==> src/rtl/ctl_trigger.sv <==
// Light-gun trigger conditioning: two-flop synchroniser, debounce FSM with one
// shared saturating counter, single-cycle shot/dry-fire pulses and a release cooldown.
module ctl_trigger #(
    parameter int DEBOUNCE_CYCLES = 650_000,
    parameter int COOLDOWN_CYCLES = 13_000_000
) (
    input  logic clk,
    input  logic rst,
    input  logic reset_score,
    input  logic trigger_raw,
    input  logic no_ammo,
    output logic shot_fired,
    output logic dry_fire,
    output logic trigger_ready
);

    localparam int MAX_CYCLES = (DEBOUNCE_CYCLES > COOLDOWN_CYCLES) ? DEBOUNCE_CYCLES : COOLDOWN_CYCLES;
    localparam int CNT_W      = $clog2(MAX_CYCLES + 1);

    localparam logic [CNT_W-1:0] DEB_LAST  = CNT_W'(DEBOUNCE_CYCLES - 1);
    localparam logic [CNT_W-1:0] COOL_LAST = CNT_W'(COOLDOWN_CYCLES - 1);
    localparam logic [CNT_W-1:0] CNT_MAX   = {CNT_W{1'b1}};

    typedef enum logic [2:0] {
        S_IDLE,
        S_ARM,
        S_FIRE,
        S_HELD,
        S_RELEASE,
        S_COOLDOWN
    } state_t;

    state_t           state_reg, state_next;
    logic [CNT_W-1:0] cnt_reg, cnt_next, cnt_inc;
    logic             sync_meta_reg, trig_s_reg;
    logic             shot_fired_reg, dry_fire_reg, trigger_ready_reg;
    logic             counting;

    // The synchroniser is deliberately untouched by reset_score so a held
    // trigger is still seen (and re-armed) after a round restart.
    always_ff @(posedge clk or negedge rst) begin
        if (!rst) begin
            sync_meta_reg <= 1'b0;
            trig_s_reg    <= 1'b0;
        end else begin
            sync_meta_reg <= trigger_raw;
            trig_s_reg    <= sync_meta_reg;
        end
    end

    assign cnt_inc = (cnt_reg == CNT_MAX) ? cnt_reg : cnt_reg + 1'b1;

    always_comb begin
        state_next = state_reg;
        counting   = 1'b0;
        case (state_reg)
            S_IDLE: begin
                if (trig_s_reg) state_next = S_ARM;
            end
            S_ARM: begin
                counting = 1'b1;
                if (!trig_s_reg)               state_next = S_IDLE;
                else if (cnt_reg == DEB_LAST)  state_next = S_FIRE;
            end
            S_FIRE: begin
                state_next = S_HELD;
            end
            S_HELD: begin
                if (!trig_s_reg) state_next = S_RELEASE;
            end
            S_RELEASE: begin
                counting = 1'b1;
                if (trig_s_reg)                state_next = S_HELD;
                else if (cnt_reg == DEB_LAST)  state_next = S_COOLDOWN;
            end
            S_COOLDOWN: begin
                counting = 1'b1;
                if (cnt_reg == COOL_LAST) state_next = S_IDLE;
            end
            default: begin
                state_next = S_IDLE;
            end
        endcase

        if (reset_score) state_next = S_IDLE;

        if (reset_score || (state_next != state_reg)) cnt_next = '0;
        else if (counting)                            cnt_next = cnt_inc;
        else                                          cnt_next = cnt_reg;
    end

    always_ff @(posedge clk or negedge rst) begin
        if (!rst) begin
            state_reg         <= S_IDLE;
            cnt_reg           <= '0;
            shot_fired_reg    <= 1'b0;
            dry_fire_reg      <= 1'b0;
            trigger_ready_reg <= 1'b1;
        end else begin
            state_reg         <= state_next;
            cnt_reg           <= cnt_next;
            // no_ammo is sampled on the very edge that enters FIRE
            shot_fired_reg    <= (state_next == S_FIRE) && !no_ammo;
            dry_fire_reg      <= (state_next == S_FIRE) &&  no_ammo;
            trigger_ready_reg <= (state_next == S_IDLE);
        end
    end

    assign shot_fired    = shot_fired_reg;
    assign dry_fire      = dry_fire_reg;
    assign trigger_ready = trigger_ready_reg;

endmodule

==> config.mk <==
export PLATFORM = sky130hd
export DESIGN_NAME = ctl_trigger
export DESIGN_NICKNAME = d
export VERILOG_FILES = /design/src/rtl/ctl_trigger.sv
export SDC_FILE = /design/constraint.sdc
export NUM_CORES = 1
export LEC_CHECK = 0
export ABC_AREA = 1
export CAP_MARGIN = 20
export CORE_ASPECT_RATIO = 2
export CORE_UTILIZATION = 45
export CTS_CLUSTER_SIZE = 40
export DETAILED_ROUTE_END_ITERATION = 8
export SLEW_MARGIN = 15
export SYNTH_ARGS = -nofsm -noshare
export SYNTH_HDL_FRONTEND = slang
export SYNTH_SLANG_ARGS = --single-unit
==> constraint.sdc <==
create_clock -name clk -period 2 [get_ports clk]
set_clock_uncertainty 0.1 [all_clocks]
set_input_delay 0.6 -clock clk [delete_from_list [all_inputs] [get_ports clk]]
set_output_delay 0.6 -clock clk [all_outputs]
set_load 0.1 [all_outputs]
Yosys cells after proc, flatten, opt, wreduce, memory -nomap -nowiden
Index checks and enable logic that the tools add are counted.
- flip-flop bits (word level): 32
- output and inout port bits: 3
- eq/ne operators: 11
- mux-type cells: 13
- add/sub/neg operators: 1
- reductions and logical operators: 9
- operators with widths (cell ; number):
    $mux W24 ; 3
    $eq A24 B24 Y1 const B ; 2
    $add A24 B1 Y24 const B ; 1
    $eq A24 B20 Y1 const B ; 1
    $mux W3 ; 8
    $pmux W3 S6 ; 1
    $eq A3 B2 Y1 const B ; 3
    $eq A3 B3 Y1 const B ; 2
    $logic_not A3 Y1 ; 2
    $eq A3 B1 Y1 const B ; 1
    $ne A3 B3 Y1 ; 1
    $reduce_or A3 Y1 ; 1
    $logic_and A1 B1 Y1 ; 2
    $ne A2 B1 Y1 const B ; 1
    $reduce_and A2 Y1 ; 1
    $reduce_bool A2 Y1 ; 1
    $logic_not A1 Y1 ; 1
    $logic_or A1 B1 Y1 ; 1
    $mux W1 ; 1

Longest topological paths before layout
Gate-level depths: netlist (run 1).
- depth after elaboration: 9
- mapped depth: 15
- mapped depth without buffers: 14

Worst setup path before layout (run 1)
Ideal clock, no wire load.
- path type: reg-to-reg
- start: register cnt_reg[0]
- end: register cnt_reg[20]
- cell stages (with the launch flop): 16
- setup slack: -0.055 ns
- buffers on the path: 1
- data arrival time: 1.838 ns
- clock period less this slack: 2.055 ns
- cells stage by stage: dfrtp_1 ha_1 nand2_2 nor2_4 nand2_4 nor2_4 nand3_2 nand2_4 nand3_1 o21bai_2 nand2_2 nand3_4 nor2_8 buf_6 nand2_1 nand2_1
- longest elaborated chain between the ends: 9
- RTL lines (element ; RTL line ; RTL):
    start: declaration ; 34 ; logic [CNT_W-1:0] cnt_reg, cnt_next, cnt_inc;
    start signal: assignment ; 101 ; cnt_reg <= cnt_next;
    $eq A24 B20 Y1 ; 63, 74 ;
    $mux W3, on equally long branches ; 74, 63 ;
    $mux W3, on equally long branches ; 73, 62 ;
    $pmux W3 S6 ; 56 ; case (state_reg)
    $mux W3 ; 85 ; if (reset_score) state_next = S_IDLE;
    $ne A3 B3 Y1 ; 87 ; if (reset_score || (state_next != state_reg)) cnt_next = '0;
    $logic_or A1 B1 Y1 ; 87 ;
    $ne A2 B1 Y1 (no source line) / $reduce_bool A2 Y1 (equally long branches) ; -- ;
    $reduce_and A2 Y1 (no source line) ; -- ;
Several ways; a longest one is shown, not always the timed one. The select of a mux whose other input is x is not followed.
A chain may end at the register's enable or synchronous reset.

Worst setup path after layout (run 1)
- start: register cnt_reg[1]
- end: register cnt_reg[17]
Same word-level chain as after synthesis.

==> metrics list, run 1 <==
* Result of the run: finished with violations
* Failing checks: negative setup slack
* Die footprint: 5260 um2
* Power density over cell area: 493 nW/um2
- Final period util: 107%
- For this run, the leading register cell type out of synthesis is dfrtp_1.
* Gate Count Post-Synth: 309
- Netlist area before placement: 2230 um2
- The path with the worst hold slack has its endpoint at trig_s_reg.
- DRC violation count after routing: 0
- Clock insertion delay at the later pin of the skew report: 0.29 ns
- The synthesized design contains 32 register bits.
* Flop2flop setup slack: -0.13 ns
- The via count of the first global-routing pass came to 2249.
- VDD sags by at most 0.000526 V.
- Across the run, the number of max-cap violations was 0.
* Final ANT Viol Nets: 0
- The filler cells instantiated in the layout total 393.
- In this run the clock root is driven by a clkbuf_8.
- Post-layout utilization of the core: 66.0%
* Critical path required time: 2.08 ns
* Syn_area_per_cell: 7.22 um2
- Max clock buf depth: 2
- Distinct cells, synth: 34
* Count of TritonRoute iterations in the first routing pass: 4
* Slew Limit Headroom: 71.8%
- Total global routing overflow: 0
- Once routing completed, OpenROAD measured the worst setup slack at -0.131 ns.
* Count of flip-flops with a built-in enable after synthesis: 0
- Clock slew seen by the registers of the worst setup and hold paths: 0.08 ns
- For this block, the initial DRC count from the detailed router was 53.
- The routed design has 6410 um of wire.
- By instance count, the cell type seen most on the critical path is nand2_2.
- Crit path capture type: flip-flop
* Count of cells along the worst register-to-register path: 15
- In the synthesized netlist the async set-or-reset flop fraction comes to 100%.
* HP Start: sync_meta_reg
- The repair_antennas step left the layout with diodes totalling 0.
- Area growth from synthesis to final layout: 38.5%
- TritonCTS built the clock tree.
- Counting tap cells, the placed design contains a total of 406 instances.
- Crit-path leading delay family: simple AND/OR/NAND/NOR gates
- Worst-margin pin slew: 0.423 ns
- The number of max-slew violations in the final report came to 0.
- Critical path startpoint category: flip-flop
* Count of vias placed by the detailed router: 2255
- Final hold analysis gives a worst-case slack of 0.253 ns.
- Area of all placed cells without fillers: 3090 um2
- Die extent in x: 51.8 um
- After legalization and detailed placement, the total HPWL measured 4720 um.
- For this run, global-route usage on met1 was measured as 23.8%.
* Endpoints failing hold: 0
- The die is 102 um tall.
- The initial utilization of the core area, before any placement, comes to 47.6%.
* Post-synthesis net count: 315
- Setup repair after global routing could not meet its margin everywhere.
- For this run, the post-layout net count is 376.
- The register with the most flip-flops in the layout has 24 of them.
* Cell row count: 35
* Largest net degree at the start of global routing: 33
- The Yosys step of the flow raised 0 warnings.
- Together, buffers and inverters on the worst path number 1.
- For the finished layout, the period the worst path requires is 2.13 ns.
- Leakage: 0.00157 uW
- Count of placed standard cells in the final layout, fillers left out: 426
* Instance count along the most critical hold path: 0
- Cell-by-cell trace of the critical path: ha_4 > nand2_2 > nor2_4 > nand2_4 > nor2_4 > nand3_2 > nand2_4 > nand3_4 > o21bai_4 > nand2_2 > nand3_4 > nor2_8 > clkbuf_16 > nand2_2 > nand2_1
* GRT Resource Usage Total: 26.2%
- The post-route netlist has 34.0% of its cells at a drive strength greater than 1.
- Biggest cell delay along the critical path: 0.39 ns
* Top Usage Layer GRT: met2
- The count of buffers added on input and output ports is 7.
- Core area: 4690 um2
- I/O pins: 8
- The initial antenna violation count was 0.
* # clock sinks: 32
* Most common cell after layout, fill and taps aside: nand2_1
* Maximum level of the CTS H-tree: 2
* Achievable clock frequency: 469 MHz
- Path class of the lowest-slack min-delay path: reg -> reg
- For this run, global-route usage on met3 was measured as 3.75%.
- After detailed routing, the average wire length per cell comes to 15.0 um.
- Endpoint of the lowest-slack register-to-register path: cnt_reg[17]
- Weighted congestion reported at the end of routability-driven placement: 0.896
- In the layout the commonest cells are 65 x nand2_1, 48 x buf_4, 36 x nor2_1, 32 x nand3_1, 29 x dfrtp_1.
* First-pass GRT wire length: 9920 um
- Worst path slowest cell: dfrtp_1
- In this run the critical register-to-register path is launched from cnt_reg[1].
* Drt via density: 5.29
- Final setup vio count: 24
* Proportion of synthesized chip area in sequential cells: 35.9%
- GR Layer Usage met2: 49.5%
* Placed Area: 2700 um2
* Worst slack after detailed placement: -0.307 ns
- By startpoint and endpoint, the worst setup path is classified as reg -> reg.
* Cts bufs inserted: 5
- For the worst setup path, the data arrival time is 2.21 ns.
* Peak fanout along the critical path: 8
metrics by stage:
step / TNS [ns] / total power [uW]
3_3_place_gp: -4.91 / 849
6_report: -2.16 / 1530
5_1_grt: -4.03 / 1570
3_5_place_dp: -6.24 / 850
4_1_cts: -1.05 / 1500
2_1_floorplan: -0.338 / 774
where the power goes:
part | switching [uW] | internal (uW) | total, uW
combinational | 137 | 99.9 | 237
clock | 260 | 368 | 628
sequential | 5.71 | 655 | 661
total | 402 | 1120 | 1530
per-layer routing:
metal / vias up / part of all wire, %
met4: 0 / 8.1
met2: 68 / 54
met3: 38 / 2.9
met5: - / 0
li1: 1105 / -
met1: 1044 / 35
what timing repair did:
item                                    4_1_cts  5_1_grt
pin swaps                                     1       13
hold buffers                                  0        0
endpoints found under the setup margin       24       26
resized for setup                             5       40
gates cloned                                  0        1
buffers inserted                              6        6
Yosys cell counts, types with 5 or more instances:
master | instances | share of area, %
nand3_1 | 35 | 7.8
xor2_1 | 18 | 7.1
nand4_1 | 11 | 3.1
inv_1 | 29 | 4.9
dfrtp_1 | 31 | 35
nand2_2 | 5 | 1.4
nor3_1 | 7 | 1.6
inv_2 | 8 | 1.3
nand2_1 | 78 | 13
nor2_1 | 45 | 7.6
worst reg2reg max path: cells and delay by family (launching register included):
family / cells / cell delay, ns
DFF: 1 / 0.39
and+or+nand+nor: 12 / 1.04
adders and majority gates: 1 / 0.16
AOI/OAI and AO/OA: 1 / 0.14
buffers and inverters: 1 / 0.17
layout make-up:
class | instances | area (um2) | area share, %
Clock buffer | 5 | 68.8 | 2.23
Clock inverter | 3 | 42.5 | 1.38
Inverter | 37 | 141 | 4.57
Multi-Input combinational cell | 233 | 1400 | 45.4
Sequential cell | 32 | 805 | 26.0
Tap cell | 55 | 68.8 | 2.23
Timing Repair Buffer | 61 | 563 | 18.2
worst max path at each step:
stage	from	end	slack, ns	cells past startpoint
floorplan	cnt_reg[0]	cnt_reg[20]	-0.03	15
global route	cnt_reg[1]	cnt_reg[17]	-0.20	15
CTS	cnt_reg[1]	cnt_reg[8]	-0.07	15
detailed placement	reset_score	cnt_reg[12]	-0.31	9
global placement	reset_score	cnt_reg[10]	-0.25	10
finish	cnt_reg[1]	cnt_reg[17]	-0.13	15
logic make-up after synthesis:
kind of cell	after synthesis	share of synthesized area, %
DFF	32	35.9
xor gates and xnor gates	22	8.63
and+or+nand+nor	199	43.3
buffers and inverters	44	8.30
adders and majority gates	1	0.560
AOI/OAI and AO/OA	11	3.25
Power figures use the tool's default switching activity.
==> run 2: changes to the inputs <==
--- a/config.mk
+++ b/config.mk
@@ -6,11 +6,13 @@
 export NUM_CORES = 1
 export LEC_CHECK = 0
 export ABC_AREA = 1
+export ABC_CLOCK_PERIOD_IN_PS = 2000
 export CAP_MARGIN = 20
 export CORE_ASPECT_RATIO = 2
 export CORE_UTILIZATION = 45
 export CTS_CLUSTER_SIZE = 40
 export DETAILED_ROUTE_END_ITERATION = 8
+export DONT_BUFFER_PORTS = 1
 export SLEW_MARGIN = 15
 export SYNTH_ARGS = -nofsm -noshare
 export SYNTH_HDL_FRONTEND = slang
==> run 2 against run 1 <==
The run still ends with negative setup slack left. Sequential cell count stayed put. Cell count is 1.6% higher. First-iteration DRC count down 15%. Largest cell class unchanged.
==> metrics list, run 2 (same netlist as run 1, synthesis figures left out) <==
* I/O pins: 8 (unchanged)
- The worst supply voltage drop on vdd was 0.000462 V (was 0.000526 V).
- The portion of the clock cycle consumed by the worst path in the final layout came to 105% (was 107%).
* Clock insertion delay at the later pin of the skew report: 0.28 ns (was 0.29 ns)
- The leakage power of the design came to 0.00158 uW (was 0.00157 uW).
- The detailed-route DRC error count was 0 (unchanged).
- The worst reg-to-reg path cell count was 13 (was 15).
- The detailed-route wire length per cell was 15.4 um (was 15.0 um).
- Commonest cells after routing, fill and taps aside: 71 x nand2_1, 59 x buf_4, 38 x nor2_1, 29 x inv_1, 29 x dfrtp_1 (was 65 x nand2_1, 48 x buf_4, 36 x nor2_1, 32 x nand3_1, 29 x dfrtp_1).
- Cell-by-cell trace of the critical path: ha_4 > nand2_4 > nor2_4 > nand2_4 > nor2_4 > nand3_2 > nand2_4 > nand4_4 > nand3_4 > nand3_4 > nor2_4 > nand2_1 > nand2_1 (was ha_4 > nand2_2 > nor2_4 > nand2_4 > nor2_4 > nand3_2 > nand2_4 > nand3_4 > o21bai_4 > nand2_2 > nand3_4 > nor2_8 > clkbuf_16 > nand2_2 > nand2_1)
- Drt via density: 5.26 (was 5.29)
* Crit path capture type: flip-flop (unchanged)
- Count of nets after finishing: 383 (was 376)
* Critical path startpoint category: flip-flop (unchanged)
- Worst-margin pin slew: 0.495 ns (was 0.423 ns)
- Count of TritonRoute iterations in the first routing pass: 4 (unchanged)
- Weighted congestion reported at the end of routability-driven placement: 0.880 (was 0.896)
- The critical path class is reg -> reg (unchanged).
- The clock slew seen by the registers of the worst setup and hold paths is 0.07 ns (was 0.08 ns).
* Smallest setup slack after layout: -0.105 ns (was -0.131 ns)
- The cell with the biggest individual delay on the critical path is dfrtp_1 (unchanged).
- Hold slack: 0.0329 ns (was 0.253 ns)
* Core area: 4690 um2 (unchanged)
- Most common cell after layout, fill and taps aside: nand2_1 (unchanged)
- Final setup vio count: 24 (unchanged)
- Top Usage Layer GRT: met2 (unchanged)
- The wire length of the first global-routing pass came to 9760 um (was 9920 um).
- HPWL reported at the end of detailed placement: 4790 um (was 4720 um)
- The worst min-delay path class was in -> async (was reg -> reg).
- RSZ-0062 raised after global routing: true (unchanged).
- The power density over the cells came to 460 nW/um2 (was 493 nW/um2).
* Total wire length after detailed routing: 6660 um (was 6410 um)
- The remaining max-slew budget at the tightest pin came to 67.0% (was 71.8%).
- The top achievable clock speed was 475 MHz (was 469 MHz).
* # clock sinks: 32 (unchanged)
- Cts bufs inserted: 5 (unchanged)
- The H-tree level count came to 2 (unchanged).
* GRT Resource Usage Total: 26.0% (was 26.2%)
- Vert. Die Dim: 102 um (unchanged)
- The final hold violation count is 0 (unchanged).
- The number of max-slew violations in the final report was 0 (unchanged).
- Clock tree root driver cell: clkbuf_8 (unchanged)
- The share of layout cells above drive strength 1 came to 34.9% (was 34.0%).
* GR Layer Usage met2: 51.2% (was 49.5%)
- Met3 usage: 3.30% (was 3.75%)
- Max cap viols: 0 (unchanged)
- The number of instances in the placed design is 413 (was 406).
- Failing checks: negative setup slack (unchanged).
- Critical path required time: 2.12 ns (was 2.08 ns)
- Result of the run: finished with violations (unchanged).
* Initial Utilization: 47.6% (unchanged)
* Max FFs per register: 24 (unchanged)
- The port buffer count came to 0 (was 7).
- CP Data Arrival Time: 2.22 ns (was 2.21 ns)
- Number of DRC markers in iteration 0: 45 (was 53)
- The initial antenna violation count is 0 (unchanged).
- Count of vias placed by the detailed router: 2279 (was 2255)
* Count of placed standard cells in the final layout, fillers left out: 433 (was 426)
* Die footprint: 5260 um2 (unchanged)
- The worst-case clock buffer depth came to 2 (unchanged).
- Via count of the first global-routing pass: 2153 (was 2249)
- TritonCTS clock tree: yes (unchanged)
- Final ANT Viol Nets: 0 (unchanged)
- Area growth from synthesis to final layout: 37.8% (was 38.5%)
- Cell row count: 35 (unchanged)
- Post-layout utilization of the core: 65.6% (was 66.0%)
- The maximum number of pins on one net before global-route repair is 32 (was 33).
- Global routing usage on met1: 24.6% (was 23.8%)
- Final min period: 2.11 ns (was 2.13 ns)
- Worst slack after detailed placement: -0.279 ns (was -0.307 ns)
- The count of inserted antenna diode cells is 0 (unchanged).
- The biggest cell delay along the critical path came to 0.39 ns (about the same).
- Total global routing overflow: 0 (unchanged)
- Die extent in x: 51.8 um (unchanged)
* Peak fanout along the critical path: 4 (was 8)
-- run 2: cell types whose count changed in the layout (fill, tap and decap cells not counted), moves of 2 or more --
cell             change
nand2_1              +6
nand2_4              -2
nand3_2              +4
buf_4               +11
nand2_2              -4
clkdlybuf4s50_1      -4
nor2_1               +2
nand3_1              -4
buf_12               -2
-- run 2: critical path, delay by kind of cell, from the launching register on --
| family | cells | cell delay, ns |
|---|---|---|
| flops | 1 | 0.39 |
| fa+ha+maj | 1 | 0.18 |
| simple gates | 12 | 1.38 |
-- run 2: final timing paths --
| check | from | end | slack [ns] |
|---|---|---|---|
| setup / recovery | cnt_reg[1] | cnt_reg[11] | -0.11 |
| hold / removal | rst | cnt_reg[14] | 0.03 |
| setup reg to reg | cnt_reg[1] | cnt_reg[11] | -0.11 |
| hold reg to reg | sync_meta_reg | trig_s_reg | 0.25 |
| max in group asynchronous | rst | cnt_reg[13] | 1.57 |
| min in group clk | trigger_raw | sync_meta_reg | 0.25 |
-- run 2: power breakdown --
group / switching, uW / internal (uW)
Clock: 251 / 275
Combinational: 131 / 85.7
Sequential: 16.4 / 655
-- run 2: per-stage QoR --
stage / instance area, um2 / total power, uW / TNS, ns
after CTS: 2880 / 1380 / -1.27
after global routing: 3080 / 1460 / -3.72
final: 3080 / 1410 / -1.49
after global placement: 2690 / 813 / -3.60
after detailed placement: 2690 / 814 / -4.77
after floorplan: 2250 / 774 / -0.338
-- run 2: what timing repair did --
item                                    CTS  global route
endpoints found under the setup margin   24            27
buffers inserted                          3             7
hold buffers                              1             0
hold endpoints to repair                 31             0
pin swaps                                 3            15
cloned                                    1             2
resized for setup                         6            34
-- run 2: routing by layer --
layer	vias to the layer above	share of wire (%)	wire [um]
met4	0	4.3	285
met2	43	59	3940
li1	1124	-	-
met1	1092	34	2280
met3	20	2.3	153
met5	-	0	0
-- run 2: cell type report --
type	count	area [um2]
multi-input cells	235	1420
inverters	37	146
repair buffers	65	537
repair inverters	1	6.26
clock inverters	2	10.0
flip-flops and latches	32	805
clock buffers	6	82.6
fillers	410	1610
well taps	55	68.8
